==> src/rtl/sha1_msg_wr_sched.sv <==
// SHA-1 message write scheduler.
// Accepts message blocks as beats, allocates a free message slot per message,
// and turns each beat into one registered write {slot, block index} towards
// the message RAM/core. Slots are returned through the release port.
module sha1_msg_wr_sched #(
    parameter int CHANNEL_NUM_TOTAL = 64,
    parameter int CHANNEL_NUM_WIDTH = $clog2(CHANNEL_NUM_TOTAL),
    parameter int TAG_DATA_WIDTH    = 14,
    parameter int MSG_DATA_WIDTH    = 512,
    parameter int MSG_LEN_WIDTH     = 6
) (
    input  logic                         clk,
    input  logic                         rst_n,
    input  logic                         s_valid,
    output logic                         s_ready,
    input  logic                         s_sop,
    input  logic                         s_eop,
    input  logic [MSG_LEN_WIDTH-1:0]     s_len,
    input  logic [TAG_DATA_WIDTH-1:0]    s_tag,
    input  logic [MSG_DATA_WIDTH-1:0]    s_data,
    output logic                         msg_wr_ena,
    output logic                         msg_wr_sop,
    output logic [11:0]                  msg_wr_addr,
    output logic [MSG_LEN_WIDTH-1:0]     msg_wr_len,
    output logic [TAG_DATA_WIDTH-1:0]    msg_wr_tag,
    output logic [MSG_DATA_WIDTH-1:0]    msg_wr_data,
    input  logic                         rel_valid,
    input  logic [CHANNEL_NUM_WIDTH-1:0] rel_slot,
    output logic [CHANNEL_NUM_WIDTH:0]   free_cnt,
    output logic                         seq_err,
    output logic                         rel_err
);

    typedef enum logic {IDLE = 1'b0, WRITE = 1'b1} state_t;

    // Number of set bits in the free bitmap.
    function automatic logic [CHANNEL_NUM_WIDTH:0] popcount(
        input logic [CHANNEL_NUM_TOTAL-1:0] v
    );
        logic [CHANNEL_NUM_WIDTH:0] c;
        c = '0;
        for (int i = 0; i < CHANNEL_NUM_TOTAL; i++) begin
            c = c + {{CHANNEL_NUM_WIDTH{1'b0}}, v[i]};
        end
        return c;
    endfunction

    // Index of the lowest free slot (0 when none is free; callers gate on free_cnt).
    function automatic logic [CHANNEL_NUM_WIDTH-1:0] lowest_free(
        input logic [CHANNEL_NUM_TOTAL-1:0] v
    );
        logic [CHANNEL_NUM_WIDTH-1:0] s;
        s = '0;
        for (int i = CHANNEL_NUM_TOTAL - 1; i >= 0; i--) begin
            if (v[i]) s = CHANNEL_NUM_WIDTH'(i);
        end
        return s;
    endfunction

    state_t                       state_q, state_d;
    logic [CHANNEL_NUM_TOTAL-1:0] free_q, free_d;
    logic [CHANNEL_NUM_WIDTH:0]   free_cnt_q, free_cnt_d;
    logic [CHANNEL_NUM_WIDTH-1:0] slot_q, slot_d;
    logic [MSG_LEN_WIDTH-1:0]     idx_q, idx_d;
    logic [MSG_LEN_WIDTH-1:0]     len_q, len_d;
    logic [TAG_DATA_WIDTH-1:0]    tag_q, tag_d;
    logic                         wr_ena_q, wr_ena_d;
    logic                         wr_sop_q, wr_sop_d;
    logic [11:0]                  wr_addr_q, wr_addr_d;
    logic [MSG_DATA_WIDTH-1:0]    wr_data_q, wr_data_d;
    logic                         seq_err_q, seq_err_d;
    logic                         rel_err_q, rel_err_d;
    logic [CHANNEL_NUM_WIDTH-1:0] alloc_slot;
    logic                         accept;
    logic                         last_blk;

    // Ready comes from registered state only: WRITE always accepts, IDLE needs a free slot.
    assign s_ready = (state_q == WRITE) || (free_cnt_q != '0);
    assign accept  = s_valid && s_ready;

    assign msg_wr_ena  = wr_ena_q;
    assign msg_wr_sop  = wr_sop_q;
    assign msg_wr_addr = wr_addr_q;
    assign msg_wr_len  = len_q;
    assign msg_wr_tag  = tag_q;
    assign msg_wr_data = wr_data_q;
    assign free_cnt    = free_cnt_q;
    assign seq_err     = seq_err_q;
    assign rel_err     = rel_err_q;

    // Next-state: beat handling, slot allocation from the pre-release bitmap, then release.
    always_comb begin
        state_d    = state_q;
        free_d     = free_q;
        slot_d     = slot_q;
        idx_d      = idx_q;
        len_d      = len_q;
        tag_d      = tag_q;
        wr_ena_d   = 1'b0;
        wr_sop_d   = 1'b0;
        wr_addr_d  = wr_addr_q;
        wr_data_d  = wr_data_q;
        seq_err_d  = 1'b0;
        rel_err_d  = 1'b0;
        alloc_slot = lowest_free(free_q);
        last_blk   = (idx_q == len_q);

        case (state_q)
            IDLE: begin
                if (accept) begin
                    if (s_sop) begin
                        free_d[alloc_slot] = 1'b0;
                        slot_d    = alloc_slot;
                        len_d     = s_len;
                        tag_d     = s_tag;
                        wr_ena_d  = 1'b1;
                        wr_sop_d  = 1'b1;
                        wr_addr_d = {6'(alloc_slot), 6'd0};
                        wr_data_d = s_data;
                        if (s_len == '0) begin
                            // Single-block message: complete on this beat.
                            if (!s_eop) seq_err_d = 1'b1;
                        end else begin
                            idx_d   = MSG_LEN_WIDTH'(1);
                            state_d = WRITE;
                            if (s_eop) seq_err_d = 1'b1;
                        end
                    end else begin
                        // Stray continuation beat with no open message: drop it.
                        seq_err_d = 1'b1;
                    end
                end
            end
            WRITE: begin
                if (accept) begin
                    wr_ena_d  = 1'b1;
                    wr_addr_d = {6'(slot_q), 6'(idx_q)};
                    wr_data_d = s_data;
                    // The block count alone ends the message; framing flags only flag errors.
                    if (s_sop || (s_eop != last_blk)) seq_err_d = 1'b1;
                    if (last_blk) state_d = IDLE;
                    else          idx_d   = idx_q + MSG_LEN_WIDTH'(1);
                end
            end
            default: state_d = IDLE;
        endcase

        if (rel_valid) begin
            if ((32'(rel_slot) >= CHANNEL_NUM_TOTAL) || free_q[rel_slot]) rel_err_d = 1'b1;
            else free_d[rel_slot] = 1'b1;
        end

        free_cnt_d = popcount(free_d);
    end

    // State and output registers; reset frees every slot and clears all outputs.
    always_ff @(posedge clk or negedge rst_n) begin
        if (!rst_n) begin
            state_q    <= IDLE;
            free_q     <= '1;
            free_cnt_q <= (CHANNEL_NUM_WIDTH+1)'(CHANNEL_NUM_TOTAL);
            slot_q     <= '0;
            idx_q      <= '0;
            len_q      <= '0;
            tag_q      <= '0;
            wr_ena_q   <= 1'b0;
            wr_sop_q   <= 1'b0;
            wr_addr_q  <= '0;
            wr_data_q  <= '0;
            seq_err_q  <= 1'b0;
            rel_err_q  <= 1'b0;
        end else begin
            state_q    <= state_d;
            free_q     <= free_d;
            free_cnt_q <= free_cnt_d;
            slot_q     <= slot_d;
            idx_q      <= idx_d;
            len_q      <= len_d;
            tag_q      <= tag_d;
            wr_ena_q   <= wr_ena_d;
            wr_sop_q   <= wr_sop_d;
            wr_addr_q  <= wr_addr_d;
            wr_data_q  <= wr_data_d;
            seq_err_q  <= seq_err_d;
            rel_err_q  <= rel_err_d;
        end
    end

endmodule

==> config.mk <==
export PLATFORM = sky130hd
export DESIGN_NAME = sha1_msg_wr_sched
export DESIGN_NICKNAME = d
export VERILOG_FILES = /design/src/rtl/sha1_msg_wr_sched.sv
export SDC_FILE = /design/constraint.sdc
export NUM_CORES = 1
export LEC_CHECK = 0
export BUFFER_PORTS_ARGS = -buffer_cell sky130_fd_sc_hd__buf_4
export CORE_AREA = 10 10 414 416
export DETAILED_ROUTE_END_ITERATION = 16
export DIE_AREA = 0 0 424 426
export PLACE_DENSITY = 0.46
export SYNTH_ARGS = -nofsm -noshare
export SYNTH_HDL_FRONTEND = slang
export SYNTH_SLANG_ARGS = --single-unit
==> constraint.sdc <==
create_clock -name clk -period 11.15 [get_ports clk]
set_input_delay 0.5575 -clock clk [delete_from_list [all_inputs] [get_ports clk]]
set_output_delay 0.5575 -clock clk [all_outputs]
set_load 0.1 [all_outputs]
After elaboration in Yosys (flattened, before gate mapping):

Cells that the tools add are included.

* add/subtract/negate cells: 64
* $lt $le $gt $ge: 4
* equality and inequality tests: 7
* multiplexer cells: 110
* bitwise logic cells: 4
* reductions and logical operators: 10

Operators by type and width (number)
* two-way mux 512 bit: 3
* one-hot mux 512 bit (2 select lines): 1
* two-way mux 6 bit: 69
* adder 7 x 1 -> 7 bit: 57
* two-way mux 64 bit: 5
* AND 64 bit: 1
* NOT 64 bit: 1
* bitwise OR 64 bit: 1
* two-way mux 12 bit: 3
* one-hot mux 12 bit (2 select lines): 1
* two-way mux 1 bit: 21
* < comparator 6 x 7 -> 1 bit (second input constant): 2
* demux 1 bit (select 6 bit): 2
* >= comparator 6 x 1 -> 1 bit (second input constant): 2
* one-hot mux 6 bit (2 select lines): 1
* inequality test 2 bit (second input constant): 4
* adder 6 x 1 -> 7 bit: 1
* nonzero test 7 bit: 1
* adder 5 x 1 -> 6 bit: 1
* adder 6 x 1 -> 6 bit (second input constant): 1
* binary-select mux 1 bit (select 6 bit): 1
* == test 6 bit: 1
* logical NOT 6 bit: 1
* one-hot mux 1 bit (2 select lines): 3
* 11 further kinds: 15

* register bits after elaboration: 632
* output and inout bits: 556

Logic depth before layout (Yosys ltp):

Gate-level depths: netlist of run 1.

* word-level depth: 139
* gate-level depth with buffers: 30
* mapped depth without buffers: 27

Worst setup path before layout of run 1:

No wires, ideal clock.

* kind: input to register
* start: input port rel_slot[2]
* end: register free_cnt_q[5] (netlist: free_cnt[5])
* setup time: 0.079 ns
* arrival: 7.747 ns
* required time: 11.071 ns
* setup slack: 3.323 ns
* stages on the path: 28
* path through: buf_2 -> buf_4 -> inv_1 -> a21oi_1 -> nor4_1 -> o211ai_4 -> or3_4 -> or3_1 -> o211a_1 -> fa_1 -> inv_1 -> fa_1 -> fa_1 -> inv_1 -> fa_1 -> inv_1 -> fa_1 -> fa_1 -> fa_1 -> inv_1 -> fa_1 -> inv_1 -> ha_1 -> a21o_1 -> a21oi_1 -> o21bai_1 -> a21oi_1 -> xor2_1

* word-level cells in the longest chain between the ends: 70
* elaborated cells on any way between the ends: 73
* those cells by class: add/sub (63); order compare (2); mux (6); bitwise (1); reduce/logical (1)

Ends and longest elaborated chain
* from (decl): RTL line 28 `input logic [CHANNEL_NUM_WIDTH-1:0] rel_slot,`
* < comparator 6 x 7 -> 1 bit (implied by the code) or >= comparator 6 x 1 -> 1 bit (tied branches): RTL line 150 `else free_d[rel_slot] = 1'b1;`
* logical AND 1 bit (implied by the code): RTL line 150
* two-way mux 1 bit (implied by the code): RTL line 150
* demux 1 bit (select 6 bit): RTL line 150
* bitwise OR 64 bit (no line)
* two-way mux 64 bit *: RTL line 149 `if ((32'(rel_slot) >= CHANNEL_NUM_TOTAL) || free_q[rel_slot]) rel_err_d = 1'b1;`
* two-way mux 64 bit *: RTL line 148 `if (rel_valid) begin`
* adder 1 x 1 -> 2 bit: RTL line 43 `c = c + {{CHANNEL_NUM_WIDTH{1'b0}}, v[i]};`
* adder 2 x 1 -> 3 bit: RTL line 43
* adder 3 x 1 -> 4 bit: RTL line 43
* adder 4 x 1 -> 5 bit: RTL line 43
* adder 5 x 1 -> 6 bit: RTL line 43
* adder 6 x 1 -> 7 bit: RTL line 43
* adder 7 x 1 -> 7 bit (56 in series): RTL line 43
* adder 7 x 1 -> 7 bit *: RTL line 43
* via free_cnt_d[5]: RTL line 62 `logic [CHANNEL_NUM_WIDTH:0] free_cnt_q, free_cnt_d;`
* to (signal assigned): RTL line 161 `free_cnt_q <= (CHANNEL_NUM_WIDTH+1)'(CHANNEL_NUM_TOTAL);`
* to (signal assigned): RTL line 175 `free_cnt_q <= free_cnt_d;`
* to (decl): RTL line 62

The timed path passes the listed nets; every way through them passes the cells marked *. The select of a mux whose other input is x is not followed.
A chain may end at the register's enable or synchronous reset.

Worst setup path after layout of run 1:

* start: register free_q[47]
* end: register free_cnt_q[5] (netlist: free_cnt[5])

* elaborated cells on any way between the ends: 126
* those cells by class: add/sub (63); order compare (2); mux (57); bitwise (3); reduce/logical (1)

RTL lines
* from (decl): RTL line 61 `logic [CHANNEL_NUM_TOTAL-1:0] free_q, free_d;`
* from (signal assigned): RTL line 174 `free_q <= free_d;`
* two-way mux 6 bit (48 in series): RTL line 55 `if (v[i]) s = CHANNEL_NUM_WIDTH'(i);`
* < comparator 6 x 7 -> 1 bit (implied by the code) or >= comparator 6 x 1 -> 1 bit (tied branches): RTL line 112 `free_d[alloc_slot] = 1'b0;`
* logical AND 1 bit (implied by the code): RTL line 112
* two-way mux 1 bit (implied by the code): RTL line 112
* demux 1 bit (select 6 bit): RTL line 112
* NOT 64 bit (no line)
* AND 64 bit (no line)
* two-way mux 64 bit: RTL line 111 `if (s_sop) begin`
* two-way mux 64 bit: RTL line 110 `if (accept) begin`
* two-way mux 64 bit: RTL line 108 `case (state_q)`
* bitwise OR 64 bit (no line)
* two-way mux 64 bit: RTL line 149
* two-way mux 64 bit *: RTL line 148
* via free_d[9]: RTL line 61
* adder 7 x 1 -> 7 bit * (55 in series): RTL line 43
* via free_cnt_d[5]: RTL line 62

Marked as above.

==> metrics.txt, run 1 <==
Clock Tree Buf Depth 3; first-pass GRT wire length approximately 220 mm; CTS resizes 0; reg-to-reg slack, setup roughly 2.3 ns; outcome complete, no violations; CP most frequent cell fa_1; share of cells above drive strength 1 between 30% and 40%; Total Routing Usage GR roughly 17%; post-synthesis cell type count 84; worst hold path type in2reg; fin crit period slightly below 9 ns; critical path class reg2reg; Final Max Slew Viols 0; drt pass-1 iters 5; clock slew at reported path FFs about 0.050 ns; initial antenna violation count 48; Mapped Cells 3122; Post-synth EDFFs 0; RSZ-0062 raised after global routing false; maxcap violations 0; Die Width roughly 420 um; top cells by area, synth dfrtp_1 50%, nand2_1 21%, dfstp_2 6.0%; largest net degree at the start of global routing ~210; DR DRC count 0; Crit-path slowest cell nor4_1; element type at the critical path end register; clk sinks around 630; CP Launch Type register; core area between 150000 and 200000 sq um; Synth async-reset ratio 100%; top cell type's share of synthesized area ~50%; hold_buf cts slightly below 90; synth cell count leaders 1605 x nand2_1, 567 x dfrtp_1, 100 x clkbuf_1; H-tree Lvls 3; Setup Skew about 0.032 ns; Total Wirelength between 150 and 200 mm; ys flop type dfrtp_1; top-count cell post-synth nand2_1; WP data arrival 9.40 ns; final net count about 4.9k; TritonCTS clock tree done; Slew headroom 14.8%; met2 Track Usage GR about 28%; Routability Congestion ~0.9; post-DP HPWL about 130 mm; Area Growth Syn to Fin 50.3%; Clock Latency Late Sink 0.66 ns; Via density between 4 and 5; Starting DRT DRC Count ~2.4k; Ports 1100; detailed-route via count about 27k; met3 Resource Use GR just over 4%; synthesized area per cell approximately 9.1 sq um; Crit path largest cell delay about 0.76 ns; Synthesis Warnings 0; CTS buffer count 85; total congestion overflow 0; syn nets between 3k and 4k; DR WL/cell roughly 25 um; Worst EP required 11.74 ns; Starting Density 17.5%; Synth Register Bits between 600 and 700; Die Height about 430 um; Clock Root Buffer clkbuf_16; setup TNS 0 ns; final period utilization between 70% and 80%; FMAX 113 MHz; IO buf count 1099; worst slew pin tran 1.28 ns; Fin. Hold Viols 0; Final Worst Setup Slack roughly 2.3 ns; post-synthesis cell area about 28000 sq um; row count approximately 150; sequential-to-total area share from yosys stat 56.0%; met1 Use GR a little over a fifth; postcts setup bufs 0; Final setup viols 0; most used routing layer met2; worst-path fanout max 14; DIE AREA between 150000 and 200000 sq um; vias in the first global route between 20k and 30k; Post-DRT Antenna Nets 0; pre-CTS setup slack around 2.1 ns; Yosys top cell by area dfrtp_1
## worst paths after layout
kind                                          to  cells past startpoint        startpoint
min in group asynchronous       msg_wr_data[210]                      2             rst_n
worst max register to register       free_cnt[5]                     25        free_q[47]
max in group asynchronous         msg_wr_addr[2]                      4             rst_n
worst min-delay path            msg_wr_data[357]                      3       s_data[357]
worst max-delay path                 free_cnt[5]                     25        free_q[47]
worst min register to register  msg_wr_data[499]                      2  msg_wr_data[499]
## layer usage
metal,part of all wire [%],vias up
li1,-,12300
met1,42,13400
met2,49,1086
met3,7.3,192
met4,1.9,16
met5,0.062,-
## placed cells by master (no fill, tap or decap), types with 9 or more instances in the layout
cell,n
nor2b_1,12
clkinv_2,10
o21ai_0,31
nor3_1,18
clkbuf_16,86
nor2_1,56
nand3_1,29
a22o_1,51
nand2b_1,9
o211ai_1,13
nand3b_1,13
diode_2,17
or4_1,12
nand2_1,1605
clkbuf_8,19
dfrtp_1,567
nand4_1,18
ha_1,16
a21o_1,9
nor4_1,20
buf_4,1113
clkbuf_1,17
fa_1,54
dlygate4sd3_1,88
mux2_2,18
and3_1,10
dfstp_2,65
mux2i_1,10
a21oi_1,38
inv_1,76
o2111ai_1,13
a22oi_1,33
xor2_1,10
## critical path: cells and delay by family, from the launching register on
kind                       cells  cell delay [ns]
AOI/OAI and AO/OA             10             2.88
xor gates and xnor gates       1             0.15
adders and majority gates      9             4.28
buffers and inverters          4             0.24
DFF                            1             0.41
and+or+nand+nor                1             0.76
## through the flow
step                instance area (sq um)  utilization [%]  hold slack (ns)  instances
finish                              42700             26.2           0.0778       6496
global route                        42600             26.2           0.0199       6483
CTS                                 42600             26.2         0.000194       6479
detailed placement                  38800             23.9            0.463       6238
global placement                    38800             23.9            0.459       6237
floorplan                           28400                -            0.262       3122
## state kept, by name (all words and copies together) (netlist names), 6 cells and up
register,flops
idx_q,6
slot_q,6
msg_wr_tag,14
free_q,64
msg_wr_addr,12
free_cnt,7
msg_wr_data,512
msg_wr_len,6
## cell families after synthesis
family	Yosys count	share of synthesized area (%)
buffers and inverters	258	3.90
xor gates and xnor gates	16	0.494
and+or+nand+nor	1847	26.4
DFF	632	56.0
adders and majority gates	70	4.51
muxes	30	1.23
AOI/OAI and AO/OA	269	7.42
## area by class of cell
type	count	area, sq um
antenna	17	42.5
clock buffer	122	2480
clock inverter	31	438
fill	17800	120000
inverter	77	297
multi-input combinational	2232	11400
sequential	632	15900
tap	2175	2720
timing repair buffer	1210	9400
Power of run 1 is left out: the tool's default activity adds up to more than one toggle a clock period on the data nets, which glitch-free logic cannot reach.
==> run 2: changes to the inputs <==
Clock period 11.15 ns to 9.1 ns, I/O delays scaled along.
==> metrics.txt, run 2 (synthesis results as in run 1) <==
Slew headroom between 20% and 30%; largest net degree at the start of global routing between 150 and 200; Area Growth Syn to Fin 65.5%; fin crit period 8.41 ns; final period utilization roughly 92%; worst hold path type in2reg; uppermost layer routed met5; Post-DRT Antenna Nets 0; Total Wirelength roughly 160 mm; share of cells above drive strength 1 between 20% and 30%; Clock Tree Buf Depth 3; met2 routed WL 78.5 mm; drt pass-1 iters 7; Ports 1100; placed cell area between 30000 and 40000 sq um; Clock Root Buffer clkbuf_16; WP data arrival 9.01 ns; Final Util around 29%; detailed-route via count about 29k; total congestion overflow 0; setup TNS 0 ns; CP Launch Type register; IO buf count roughly 1.1k; hold_buf cts slightly below 500; Die Width approximately 420 um; Hold Path End msg_wr_data[475]; maxcap violations 0; Worst Hold Launch s_data[475]; row count 148; minimum hold slack 0.0553 ns; commonest non-fill, non-tap cell in the layout nand2_1; worst r2r src free_q[28]; initial antenna violation count 49; Peak VDD IR roughly 1.7 mV; Fin. Hold Viols 0; final net count between 5k and 6k; leakage between 20 and 25 nW; Worst EP required between 9 and 10 ns; FMAX between 100 and 150 MHz; Cell Pwr Density approximately 500 nW/um^2; hold depth 3; Die Height about 430 um; DR DRC count 0; Final Worst Setup Slack just under 0.7 ns; design area about 47000 sq um; outcome complete, no violations; worst-path fanout max between 40 and 50; first-pass GRT wire length 229 mm; Crit path largest cell delay approximately 0.65 ns; reg-to-reg slack, setup ~0.69 ns; max reg flops ~510; Register-to-Register Path Depth 27; clock slew at reported path FFs about 0.060 ns; core area around 160000 sq um; Routability Congestion 0.909; vias in the first global route 29.0k; clk sinks between 600 and 700; Starting Density 17.5%; wire length on met1 approximately 69 mm; Via density between 4 and 5; Crit-path slowest cell dfstp_2; Final Max Slew Viols 0; commonest cells after routing, fill and taps aside 1605 x nand2_1, 1155 x buf_4, 567 x dfrtp_1, 491 x dlygate4sd3_1, 82 x clkbuf_16; Final setup viols 0; element type at the critical path end register; capture point of the worst reg-to-reg path free_cnt[5]; RSZ-0062 raised after global routing false; DR WL met3 between 10 and 15 mm; Starting DRT DRC Count about 2.4k; Setup Skew around 0.028 ns; Clock Latency Late Sink around 0.70 ns; post-DP HPWL between 100 and 150 mm; postcts setup bufs 0; CTS buffer count roughly 80; Total Routing Usage GR 17.2%; worst slew pin tran around 1.1 ns; pre-CTS setup slack roughly 0.61 ns; DR WL/cell ~24 um; TritonCTS clock tree done; CTS resizes 0; DIE AREA roughly 180000 sq um; CP most frequent cell fa_1; critical path class reg2reg; H-tree Lvls 3
## run 2: cell types whose count changed in the layout (fill, tap and decap cells not counted), sizes merged
cell | previous run | this run
buf | 1122 | 1161
clkinv | 16 | 19
inv | 83 | 81
diode | 17 | 27
clkinvlp | 2 | 4
dlygate4sd3 | 88 | 491
bufinv | 7 | 8
clkbuf | 122 | 117
## run 2: area by class of cell
cell class / count / area (sq um)
flip-flops and latches: 632 / 15900
fillers: 17200 / 116000
repair buffers: 1652 / 13700
inverters: 77 / 297
multi-input cells: 2232 / 11400
clock buffers: 117 / 2390
well taps: 2175 / 2720
clock inverters: 35 / 512
diodes: 27 / 67.6
## run 2: report_power, final
part	internal, mW	switching (mW)	total (mW)
clock	2.08	1.43	3.51
combinational	4.94	10.6	15.5
sequential	3.80	0.612	4.41
## run 2: critical path, delay by kind of cell, from the launching register on
kind            cells  cell delay (ns)
fa+ha+maj           9             4.38
compound gates      9             2.14
buf+inv             6             0.70
flops               1             0.65
simple gates        2             0.29
xor+xnor            1             0.16
## run 2: worst max path at each step
stage	from	slack (ns)	cells past startpoint	end
final	free_q[28]	0.69	27	free_cnt[5]
after global routing	free_q[3]	0.36	25	free_cnt[5]
after CTS	free_q[28]	0.80	27	free_cnt[5]
after detailed placement	rel_slot[0]	0.61	27	free_cnt[5]
after global placement	rel_slot[0]	0.62	27	free_cnt[5]
after floorplan	free_cnt[5]	1.29	26	free_cnt[5]
## run 2: per-stage QoR
step                      power [mW]  cells
after global placement          20.0   6277
after floorplan                 15.5   3122
after global routing            25.1   6935
after detailed placement        19.9   6277
after CTS                       23.8   6920
final                           23.4   6947
## run 2: metal layers
metal  vias up  global-route usage [%]
li1      13200                       -
met1     14200                    22.2
met2      1075                    28.4
met3       224                    4.19
met4        16                    5.00
met5         -                       0
(Power assumes the default switching activity.)
